## src/rtl/alarm_pkg.sv

```systemverilog
// Shared time types and helpers for the alarm scheduler: 12/24-hour conversion,
// input range check and scheduler FSM states.
package alarm_pkg;

  typedef logic [4:0] hour24_t;
  typedef logic [3:0] hour12_t;
  typedef logic [5:0] min_t;
  typedef logic [5:0] sec_t;

  typedef struct packed {
    hour24_t h;
    min_t    m;
    sec_t    s;
  } tstamp_t;

  typedef enum logic [1:0] {S_IDLE, S_SCAN, S_PRESENT} state_e;

  localparam hour24_t MAX_H = 5'd23;
  localparam min_t    MAX_M = 6'd59;
  localparam sec_t    MAX_S = 6'd59;

  // 12 AM is midnight, 12 PM is noon
  function automatic hour24_t to_h24(hour12_t h12, logic pm);
    if (h12 == 4'd12) return pm ? 5'd12 : 5'd0;
    return pm ? hour24_t'(h12) + 5'd12 : hour24_t'(h12);
  endfunction

  function automatic logic range_ok(hour12_t h12, min_t m, sec_t s);
    return (h12 >= 4'd1) && (h12 <= 4'd12) && (m <= MAX_M) && (s <= MAX_S);
  endfunction

endpackage

```

## src/rtl/tod_counter.sv

```systemverilog
// 24-hour h:m:s counter with synchronous load; load has priority over tick.
module tod_counter
  import alarm_pkg::*;
(
  input  logic    clk,
  input  logic    rst_n,
  input  logic    tick_i,
  input  logic    load_i,
  input  tstamp_t load_val_i,
  output tstamp_t tod_o
);

  tstamp_t tod_q, tod_d;

  always_comb begin
    tod_d = tod_q;
    if (load_i) begin
      tod_d = load_val_i;
    end else if (tick_i) begin
      if (tod_q.s == MAX_S) begin
        tod_d.s = '0;
        if (tod_q.m == MAX_M) begin
          tod_d.m = '0;
          tod_d.h = (tod_q.h == MAX_H) ? '0 : tod_q.h + 5'd1;
        end else begin
          tod_d.m = tod_q.m + 6'd1;
        end
      end else begin
        tod_d.s = tod_q.s + 6'd1;
      end
    end
  end

  always_ff @(posedge clk or negedge rst_n)
    if (!rst_n) tod_q <= '0;
    else        tod_q <= tod_d;

  assign tod_o = tod_q;

endmodule

```

## src/rtl/alarm_scheduler.sv

```systemverilog
// Time-of-day keeper with N_ALARMS slots scanned by one shared comparator after each
// second rollover to :00. Define ALARM_SNOOZE_EN to add the snooze input and slot.
module alarm_scheduler
  import alarm_pkg::*;
#(
  parameter int N_ALARMS   = 4,
  parameter int SNOOZE_MIN = 5
) (
  input  logic                        clk,
  input  logic                        rst_n,
  input  logic                        tick_1hz,
  input  logic                        set_time,
  input  logic [3:0]                  set_h12,
  input  logic                        set_pm,
  input  logic [5:0]                  set_m,
  input  logic [5:0]                  set_s,
  input  logic                        alm_wr,
  input  logic [$clog2(N_ALARMS)-1:0] alm_idx,
  input  logic [3:0]                  alm_h12,
  input  logic                        alm_pm,
  input  logic [5:0]                  alm_m,
  input  logic                        alm_en,
  input  logic                        alarm_ack,
`ifdef ALARM_SNOOZE_EN
  input  logic                        snooze,
`endif
  output logic [4:0]                  cur_h,
  output logic [5:0]                  cur_m,
  output logic [5:0]                  cur_s,
  output logic                        alarm_fire,
  output logic [$clog2(N_ALARMS)-1:0] alarm_id,
  output logic                        busy,
  output logic                        cfg_err
);

  localparam int IW = $clog2(N_ALARMS);
`ifdef ALARM_SNOOZE_EN
  localparam int SCAN_LEN = N_ALARMS + 1;
`else
  localparam int SCAN_LEN = N_ALARMS;
`endif
  localparam int PW = $clog2(SCAN_LEN);
  localparam logic [PW-1:0] LAST_PTR = PW'(SCAN_LEN - 1);

  if (N_ALARMS < 2 || N_ALARMS > 16 || SNOOZE_MIN < 1 || SNOOZE_MIN > 59) begin : g_bad_cfg
    $error("alarm_scheduler: parameter out of range");
  end

  state_e              state_q, state_d;
  logic [PW-1:0]       ptr_q, ptr_d;
  logic [N_ALARMS-1:0] pend_q, pend_d;
  hour24_t             slot_h_q [N_ALARMS];
  min_t                slot_m_q [N_ALARMS];
  logic [N_ALARMS-1:0] slot_en_q;
  logic                tick_q, cfg_err_q;
  tstamp_t             tod, set_ts, cmp_ts;
  logic                set_ok, load, wr_ok, trig, ack_ok, cmp_hit, clr_pres;
  logic [IW-1:0]       slot_sel, pres_id;

  assign set_ok = range_ok(set_h12, set_m, set_s);
  assign load   = set_time && set_ok;
  assign wr_ok  = alm_wr && range_ok(alm_h12, alm_m, '0) && (32'(alm_idx) < N_ALARMS);
  assign set_ts = '{h: to_h24(set_h12, set_pm), m: set_m, s: set_s};

  tod_counter u_tod (
    .clk       (clk),
    .rst_n     (rst_n),
    .tick_i    (tick_1hz && !load),
    .load_i    (load),
    .load_val_i(set_ts),
    .tod_o     (tod)
  );

  // Scan only follows a tick that actually advanced the clock onto a whole minute
  assign trig     = tick_q && (tod.s == '0);
  assign slot_sel = ptr_q[IW-1:0];
  assign cmp_ts   = '{h: slot_h_q[slot_sel], m: slot_m_q[slot_sel], s: '0};
  assign cmp_hit  = (state_q == S_SCAN) && !load && (32'(ptr_q) < N_ALARMS)
                    && slot_en_q[slot_sel] && (cmp_ts == tod);
  assign ack_ok   = alarm_ack && (|pend_q);

  always_comb begin
    pres_id = '0;
    for (int i = N_ALARMS - 1; i >= 0; i--)
      if (pend_q[i]) pres_id = IW'(i);
  end

`ifdef ALARM_SNOOZE_EN
  tstamp_t       snz_q, snz_d;
  logic          snz_vld_q, snz_vld_d, snz_go, snz_hit;
  logic [IW-1:0] snz_id_q, snz_id_d;
  logic [6:0]    msum;

  assign snz_go   = snooze && (|pend_q);
  assign snz_hit  = (state_q == S_SCAN) && !load && (32'(ptr_q) == N_ALARMS)
                    && snz_vld_q && (snz_q == tod);
  assign msum     = 7'(tod.m) + 7'(SNOOZE_MIN);
  assign clr_pres = ack_ok || snz_go;

  always_comb begin
    snz_d     = snz_q;
    snz_id_d  = snz_id_q;
    snz_vld_d = snz_vld_q && !snz_hit;
    if (snz_go) begin
      snz_vld_d = 1'b1;
      snz_id_d  = pres_id;
      snz_d.s   = '0;
      snz_d.m   = (msum >= 7'd60) ? min_t'(msum - 7'd60) : min_t'(msum);
      snz_d.h   = (msum < 7'd60) ? tod.h : (tod.h == MAX_H) ? '0 : tod.h + 5'd1;
    end
  end

  always_ff @(posedge clk or negedge rst_n)
    if (!rst_n) begin
      snz_q     <= '0;
      snz_vld_q <= 1'b0;
      snz_id_q  <= '0;
    end else begin
      snz_q     <= snz_d;
      snz_vld_q <= snz_vld_d;
      snz_id_q  <= snz_id_d;
    end
`else
  assign clr_pres = ack_ok;
`endif

  always_comb begin
    pend_d = pend_q;
    if (cmp_hit) pend_d[slot_sel] = 1'b1;
`ifdef ALARM_SNOOZE_EN
    if (snz_hit) pend_d[snz_id_q] = 1'b1;
`endif
    if (clr_pres) pend_d[pres_id] = 1'b0;
    // A rewritten slot must not keep firing with its stale match
    if (wr_ok) pend_d[alm_idx] = 1'b0;

    state_d = state_q;
    ptr_d   = ptr_q;
    case (state_q)
      S_IDLE: begin
        if (trig) begin
          state_d = S_SCAN;
          ptr_d   = '0;
        end else if (|pend_d) begin
          state_d = S_PRESENT;
        end
      end
      S_SCAN: begin
        ptr_d = ptr_q + 1'b1;
        if (load || ptr_q == LAST_PTR) state_d = (|pend_d) ? S_PRESENT : S_IDLE;
      end
      S_PRESENT: begin
        if (trig) begin
          state_d = S_SCAN;
          ptr_d   = '0;
        end else if (!(|pend_d)) begin
          state_d = S_IDLE;
        end
      end
      default: state_d = S_IDLE;
    endcase
  end

  always_ff @(posedge clk or negedge rst_n)
    if (!rst_n) begin
      state_q   <= S_IDLE;
      ptr_q     <= '0;
      pend_q    <= '0;
      tick_q    <= 1'b0;
      cfg_err_q <= 1'b0;
    end else begin
      state_q   <= state_d;
      ptr_q     <= ptr_d;
      pend_q    <= pend_d;
      tick_q    <= tick_1hz && !load;
      cfg_err_q <= (set_time && !set_ok) || (alm_wr && !range_ok(alm_h12, alm_m, '0));
    end

  always_ff @(posedge clk or negedge rst_n)
    if (!rst_n) begin
      for (int i = 0; i < N_ALARMS; i++) begin
        slot_h_q[i] <= '0;
        slot_m_q[i] <= '0;
      end
      slot_en_q <= '0;
    end else if (wr_ok) begin
      slot_h_q[alm_idx]  <= to_h24(alm_h12, alm_pm);
      slot_m_q[alm_idx]  <= alm_m;
      slot_en_q[alm_idx] <= alm_en;
    end

  assign cur_h      = tod.h;
  assign cur_m      = tod.m;
  assign cur_s      = tod.s;
  assign alarm_fire = |pend_q;
  assign alarm_id   = pres_id;
  assign busy       = (state_q == S_SCAN);
  assign cfg_err    = cfg_err_q;

endmodule

```

## config.mk

```make
export PLATFORM = sky130hd
export DESIGN_NAME = alarm_scheduler
export DESIGN_NICKNAME = d
export VERILOG_FILES = /design/src/rtl/alarm_pkg.sv /design/src/rtl/tod_counter.sv /design/src/rtl/alarm_scheduler.sv
export SDC_FILE = /design/constraint.sdc
export NUM_CORES = 1
export LEC_CHECK = 0
export ABC_AREA = 0
export ABC_CLOCK_PERIOD_IN_PS = 4600
export CAP_MARGIN = 40
export CORE_ASPECT_RATIO = 1.4
export CORE_UTILIZATION = 43
export DETAILED_ROUTE_END_ITERATION = 8
export GPL_TIMING_DRIVEN = 0
export PLACE_DENSITY = 0.73
export SKIP_LAST_GASP = 1
export SLEW_MARGIN = 20
export SYNTH_ARGS = -nofsm -noshare
export SYNTH_HDL_FRONTEND = slang
export SYNTH_SLANG_ARGS = --single-unit
```

## constraint.sdc

```tcl
create_clock -name clk -period 4.6 [get_ports clk]
set_clock_uncertainty 0.15 [all_clocks]
set_input_delay 0.92 -clock clk [delete_from_list [all_inputs] [get_ports clk]]
set_output_delay 0.92 -clock clk [all_outputs]
set_load 0.02 [all_outputs]
```

Word level (Yosys, flattened, before mapping)

Cells that the tools add are included.

Add/subtract/negate cells: 6
Magnitude comparators: 16
Equality and inequality tests: 13
Multiplexer cells: 56
Bitwise gates (word level): 7
Reduce and logical (&&, ||, !) cells: 37

Operators with widths:

| kind                                                                                | count |
|---|---|
| 5-bit two-way mux                                                                   | 12 |
| 17-bit two-way mux                                                                  | 2 |
| 6-bit two-way mux                                                                   | 5 |
| 24-bit bitwise mux                                                                  | 1 |
| 2-bit two-way mux                                                                   | 11 |
| 20-bit bitwise mux                                                                  | 1 |
| 4-bit two-way mux                                                                   | 5 |
| 1-bit logical AND                                                                   | 19 |
| 6-bit less-or-equal comparator, second input constant                               | 3 |
| 17-bit equality test                                                                | 1 |
| 6-bit by 1-bit adder with 6-bit output, second input constant                       | 2 |
| 6-bit binary-select mux with 2-bit select                                           | 1 |
| 6-bit demux with 2-bit select                                                       | 1 |
| 6-bit equality test, second input constant                                          | 2 |
| 11-bit two-way mux                                                                  | 1 |
| 4-bit by 4-bit adder with 5-bit output, second input constant                       | 2 |
| 5-bit binary-select mux with 2-bit select                                           | 1 |
| 5-bit demux with 2-bit select                                                       | 1 |
| 2-bit by 3-bit < comparator with 1-bit output, second input constant                | 3 |
| 4-bit AND                                                                           | 2 |
| 4-bit equality test, second input constant                                          | 2 |
| 4-bit by 1-bit greater-or-equal comparator with 1-bit output, second input constant | 2 |
| 4-bit less-or-equal comparator, second input constant                               | 2 |
| 4-bit inverter                                                                      | 2 |
| 27 further kinds                                                                    | 51 |

Register bits after elaboration: 75
Input port bits: 37
Output and inout port bits: 22
Word-level logic and storage cells: 152

Depth between registers and ports, before layout

Depth after elaboration: 18
Depth in mapped cells: 11
Depth with buffers taken out: 10

Cells and area by module

Synthesis repeated with hierarchy kept, for this count alone.

Cell total of the unflattened synthesis: 382
Area, all modules: 4169.0 um^2

Modules (own cells, without submodules):

| module          | instances | cells each | area an instance (um^2) | seq. area each (um^2) |
|---|---|---|---|---|
| alarm_scheduler | 1         | 256        | 3066.7                  | 1451.4 |
| tod_counter     | 1         | 126        | 1102.3                  | 425.4 |

Worst setup path after synthesis

No wires, ideal clock.

Path type: input port to flip-flop
Start: input alm_h12[2]
End: register state_q[1]
Setup time: 0.127 ns
Data arrival time: 2.576 ns
Data required time: 4.323 ns
Slack: 1.747 ns
Stages: 9
Path buffers: 1
Cell sequence: ha_1 -> o21ai_0 -> nand4_1 -> or3b_2 -> clkbuf_1 -> and3_1 -> a41o_2 -> nor2_2 -> a21oi_2

Longest elaborated chain between the ends: 9
Elaborated cells between the ends (all ways): 13
Those cells by class: order compare (2); eq/ne (2); mux (4); reduce/logical (5)

RTL lines:

| item                                                                                                           | line                                                                   | text |
|---|---|---|
| start: declaration                                                                                             | alarm_scheduler.sv:19                                                  | `input logic [3:0] alm_h12,` |
| 4-bit by 1-bit greater-or-equal comparator with 1-bit output or 4-bit less-or-equal comparator (tied branches) | alarm_pkg.sv:29                                                        | `return (h12 >= 4'd1) && (h12 <= 4'd12) && (m <= MAX_M) && (s <= MAX_S);` |
| 1-bit logical AND * (2 in series)                                                                              | alarm_pkg.sv:29                                                        |  |
| 1-bit logical AND *                                                                                            | alarm_scheduler.sv:62                                                  | `assign wr_ok = alm_wr && range_ok(alm_h12, alm_m, '0) && (32'(alm_idx) < N_ALARMS);` |
| 4-bit two-way mux *                                                                                            | alarm_scheduler.sv:135                                                 | `if (wr_ok) pend_d[alm_idx] = 1'b0;` |
| named net pend_d[1]                                                                                            | alarm_scheduler.sv:51                                                  | `logic [N_ALARMS-1:0] pend_q, pend_d;` |
| 4-bit OR reduction *                                                                                           | alarm_scheduler.sv:144, alarm_scheduler.sv:150, alarm_scheduler.sv:156 |  |
| 2-bit two-way mux (2 in series)                                                                                | alarm_scheduler.sv:150                                                 | `if (load \|\| ptr_q == LAST_PTR) state_d = (\|pend_d) ? S_PRESENT : S_IDLE;` |
| 2-bit one-hot mux with 3 select lines                                                                          | alarm_scheduler.sv:139                                                 | `case (state_q)` |
| end signal: assignment                                                                                         | alarm_scheduler.sv:172                                                 | `state_q <= state_d;` |
| end: declaration                                                                                               | alarm_scheduler.sv:49                                                  | `state_e state_q, state_d;` |

Mark *: on every way through the listed nets, which the timed path passes. The rest lies on a longest branch. The select of a mux whose other input is x is not followed.
A chain may end at the register's enable or synchronous reset.

Worst setup path after layout

Start: input alm_h12[2]
End: register slot_h_q[5] (netlist name)

Longest elaborated chain between the ends: 6
Elaborated cells between the ends (all ways): 11
Those cells by class: order compare (2); eq/ne (1); mux (5); reduce/logical (3)

RTL lines:

| item                           | line                   | text |
|---|---|---|
| 4-bit equality test            | alarm_pkg.sv:24        | `if (h12 == 4'd12) return pm ? 5'd12 : 5'd0;` |
| 1-bit two-way mux              | alarm_pkg.sv:24        |  |
| 1-bit two-way mux              | alarm_scheduler.sv:186 | `end else if (wr_ok) begin` |
| 5-bit two-way mux              | alarm_pkg.sv:25        | `return pm ? hour24_t'(h12) + 5'd12 : hour24_t'(h12);` |
| 5-bit two-way mux              | alarm_scheduler.sv:186 |  |
| 20-bit bitwise mux             | alarm_scheduler.sv:187 | `slot_h_q[alm_idx] <= to_h24(alm_h12, alm_pm);` |
| end signal: indexed assignment | alarm_scheduler.sv:187 |  |
| end: declaration               | alarm_scheduler.sv:52  | `hour24_t slot_h_q [N_ALARMS];` |

Several ways; a longest one is shown, not always the timed one. The select of a mux whose other input is x is not followed.

==> impl_metrics.tcl <==
set metrics [dict create \
    outcome "completed" \
    critPathLaunch "alm_h12[2]" \
    path_class "in2reg" \
    portBuffers 57 \
    ctsResizeCount 0 \
    wirelength_um 9730 \
    vias 3175 \
    die-height_um 119 \
    vias_per_cell 5.60 \
    worstSetupStartpointType "input pin" \
    cp.required_ns 4.67 \
    peakVddDrop_mv 0.233 \
    avgSynthCellArea_um2 10.9 \
    hold_ws_ns 0.309 \
    layout-drive-gt1-share_pct 17.5 \
    drt_iter0_drc 116 \
    reg2reg_to "state_q[1]$_DFFE_PN0P_" \
    arrival_ns 3.55 \
    grt_usage_pct 21.2 \
    area_growth_pct 25.5 \
    timing.rr.start "ptr_q[1]$_DFFE_PN0P_" \
    yosysWarnings 0 \
    drc 0 \
    core-area_mm2 0.00946 \
    dp_hpwl_um 7150 \
    crit_fanout 10 \
    layout_commonest_cell "dfrtp_1" \
    syn_inst 384 \
    fillCellCount 799 \
    worstRegToRegCells 10 \
    synth_top_cell_area_share_pct 45.0 \
    slew_violations 0 \
    clk_pin_slew_worst_paths_ns 0.06 \
    grt_pass1_wl_um 16400 \
    synth_edf_count 0 \
    crit_end "slot_h_q[5]$_DFFE_PN0P_" \
    worst-r2r-setup-slack_ns 1.85 \
    most-common-layout-cells "dfrtp_1 (75), clkdlybuf4s50_1 (56), mux2_2 (39)" \
    initial_core_util_pct 44.1 \
    clk_latency_ns 0.33 \
    pwr_density_cell_mw_per_mm2 536 \
    die_area_mm2 0.0101 \
    finalNetCount 503 \
    dr.pass1.iters 4 \
    wire_per_inst_um 17.2 \
    yosysSeqAreaShare_pct 45.0 \
    drtAntennaViolNets 0 \
    root_buffer "clkbuf_16" \
    slew_headroom_pct 56.5 \
    cp-end-kind "register" \
    hold_violations 0 \
    async_reset_ff_share_pct 100 \
    worst_pin_slew_ns 0.653 \
    synth_seq_cells 75 \
    hold_class "in2async" \
    cts-buffers-inserted 9 \
    antenna_found_initial 0 \
    gp_congestion 0.841 \
    rsz0062_at_grt "false" \
    syn_nets 434 \
    yosys-top-cells-area "dfrtp_1 (45%), mux2_2 (11%), ha_1 (3.9%)" \
    fin_crit_ns 3.49 \
    tritoncts "done" \
    grt_max_degree 60 \
    cts-htree-levels 3 \
    synth.cell_area_mm2 0.00417 \
    ys_types 62 \
    timing.fmax_mhz 287 \
    setup_viol 0 \
    cts_buffer_depth 2 \
    p_leak_nw 2.28 \
    grt-ovfl-total 0 \
    diodes 0 \
    io_pins 59 \
    maxCapViolCount 0 \
    die_x_um 85.2 \
    post_cts_buffers 0 \
    power_w 0.00281 \
    rows 42 \
    setup-tns-final_ns 0 \
    finalCritPeriodShare_pct 75.8 \
    ctsHoldBuffers 0 \
    yosysTopAreaCell "dfrtp_1" \
    grt_pass1_vias 3336 \
    synth-main-ff-cell "dfrtp_1" \
    clkSinkCount 75 \
]
## Yosys cell counts, types with 2 or more instances
cell type  instances
o22ai_1            3
nor3_1            11
nand2b_1           5
nor4_1             3
dfrtp_1           75
a31oi_1            2
mux2i_1           16
nand4b_1           2
or3_1              2
and3b_1            2
xnor2_1           12
nor2_1            18
clkbuf_1          10
nor3b_1            2
a21o_2             2
nand4_1            4
a22o_1             3
buf_4              2
mux2_1             2
mux4_1             5
nor2_2             2
a21oi_1           22
and3_1             3
a22oi_1            2
nand3_1            9
a41oi_1            2
ha_1              13
nand2_1           33
xor2_1             4
mux2_2            39
o21ai_0           25
o31ai_1            2
inv_1             18
## state kept, by name (all words and copies together) (netlist names)
signal and cells:
slot_h_q 20, ptr_q 2, slot_m_q 24, cfg_err 1
pend_q 4, tick_q 1, slot_en_q 4, state_q 2
u_tod.tod_o 17
## where the power goes
group / internal [W] / total (W) / switching, W
sequential: 0.000826 / 0.000999 / 0.000173
clock: 0.000526 / 0.000786 / 0.000261
combinational: 0.000526 / 0.00102 / 0.000495
## logic make-up after synthesis
group	share of synthesized area (%)
AND/OR/NAND/NOR	13.7
multiplexers	19.0
XOR/XNOR	3.36
flip-flops	45.0
AO/OA/AOI/OAI	11.1
adder cells (fa/ha/maj)	3.90
buffers and inverters	3.96
## stage by stage
step                      area [um^2]  instances  utilization, %  setup slack (ns)
after CTS                        5240        567            55.4              1.10
final                            5240        567            55.4              1.11
after floorplan                  4170        384               -              1.75
after global routing             5240        567            55.4             0.906
after detailed placement         4900        552            51.9             0.798
after global placement           4880        551            51.6           -0.0957
## metal layers
layer  routed length [um]  GRT usage, %  up-vias
met4                  300          12.0        0
li1                     -             -     1520
met5                    0             0        -
met2                 5150          36.4       79
met3                  302          3.07       16
met1                 3980          25.2     1560
## area by class of cell
class	instances	area [um^2]	area share, %
clock buffers	10	229	4.37
well taps	110	138	2.63
multi-input cells	274	2130	40.7
flip-flops and latches	75	1880	35.8
inverters	18	67.6	1.29
repair buffers	58	596	11.4
clock inverters	5	103	1.96
plain buffers	17	97.6	1.86
## worst min path at each step
| stage | slack (ns) | end | cells past startpoint | startpoint |
|---|---|---|---|---|
| finish | 0.31 | slot_m_q[19]$_DFFE_PN0P_ | 1 | rst_n |
| CTS | 0.31 | slot_m_q[12]$_DFFE_PN0P_ | 1 | rst_n |
| floorplan | 0.29 | slot_h_q[13]$_DFFE_PN0P_ | 2 | slot_h_q[13]$_DFFE_PN0P_ |
| global placement | 0.31 | slot_h_q[17]$_DFFE_PN0P_ | 2 | slot_h_q[17]$_DFFE_PN0P_ |
| detailed placement | 0.32 | slot_h_q[17]$_DFFE_PN0P_ | 2 | slot_h_q[17]$_DFFE_PN0P_ |
| global route | 0.32 | slot_m_q[13]$_DFFE_PN0P_ | 1 | rst_n |
## worst max-delay path, stage by stage
cell	delay [ns]
clkdlybuf4s50_1	0.50
inv_1	0.05
ha_1	0.22
nand2_1	0.11
nand4_1	0.27
nor3b_2	0.51
clkbuf_1	0.54
mux2_2	0.41
Note: power is estimated with default switching activity, not from simulation.
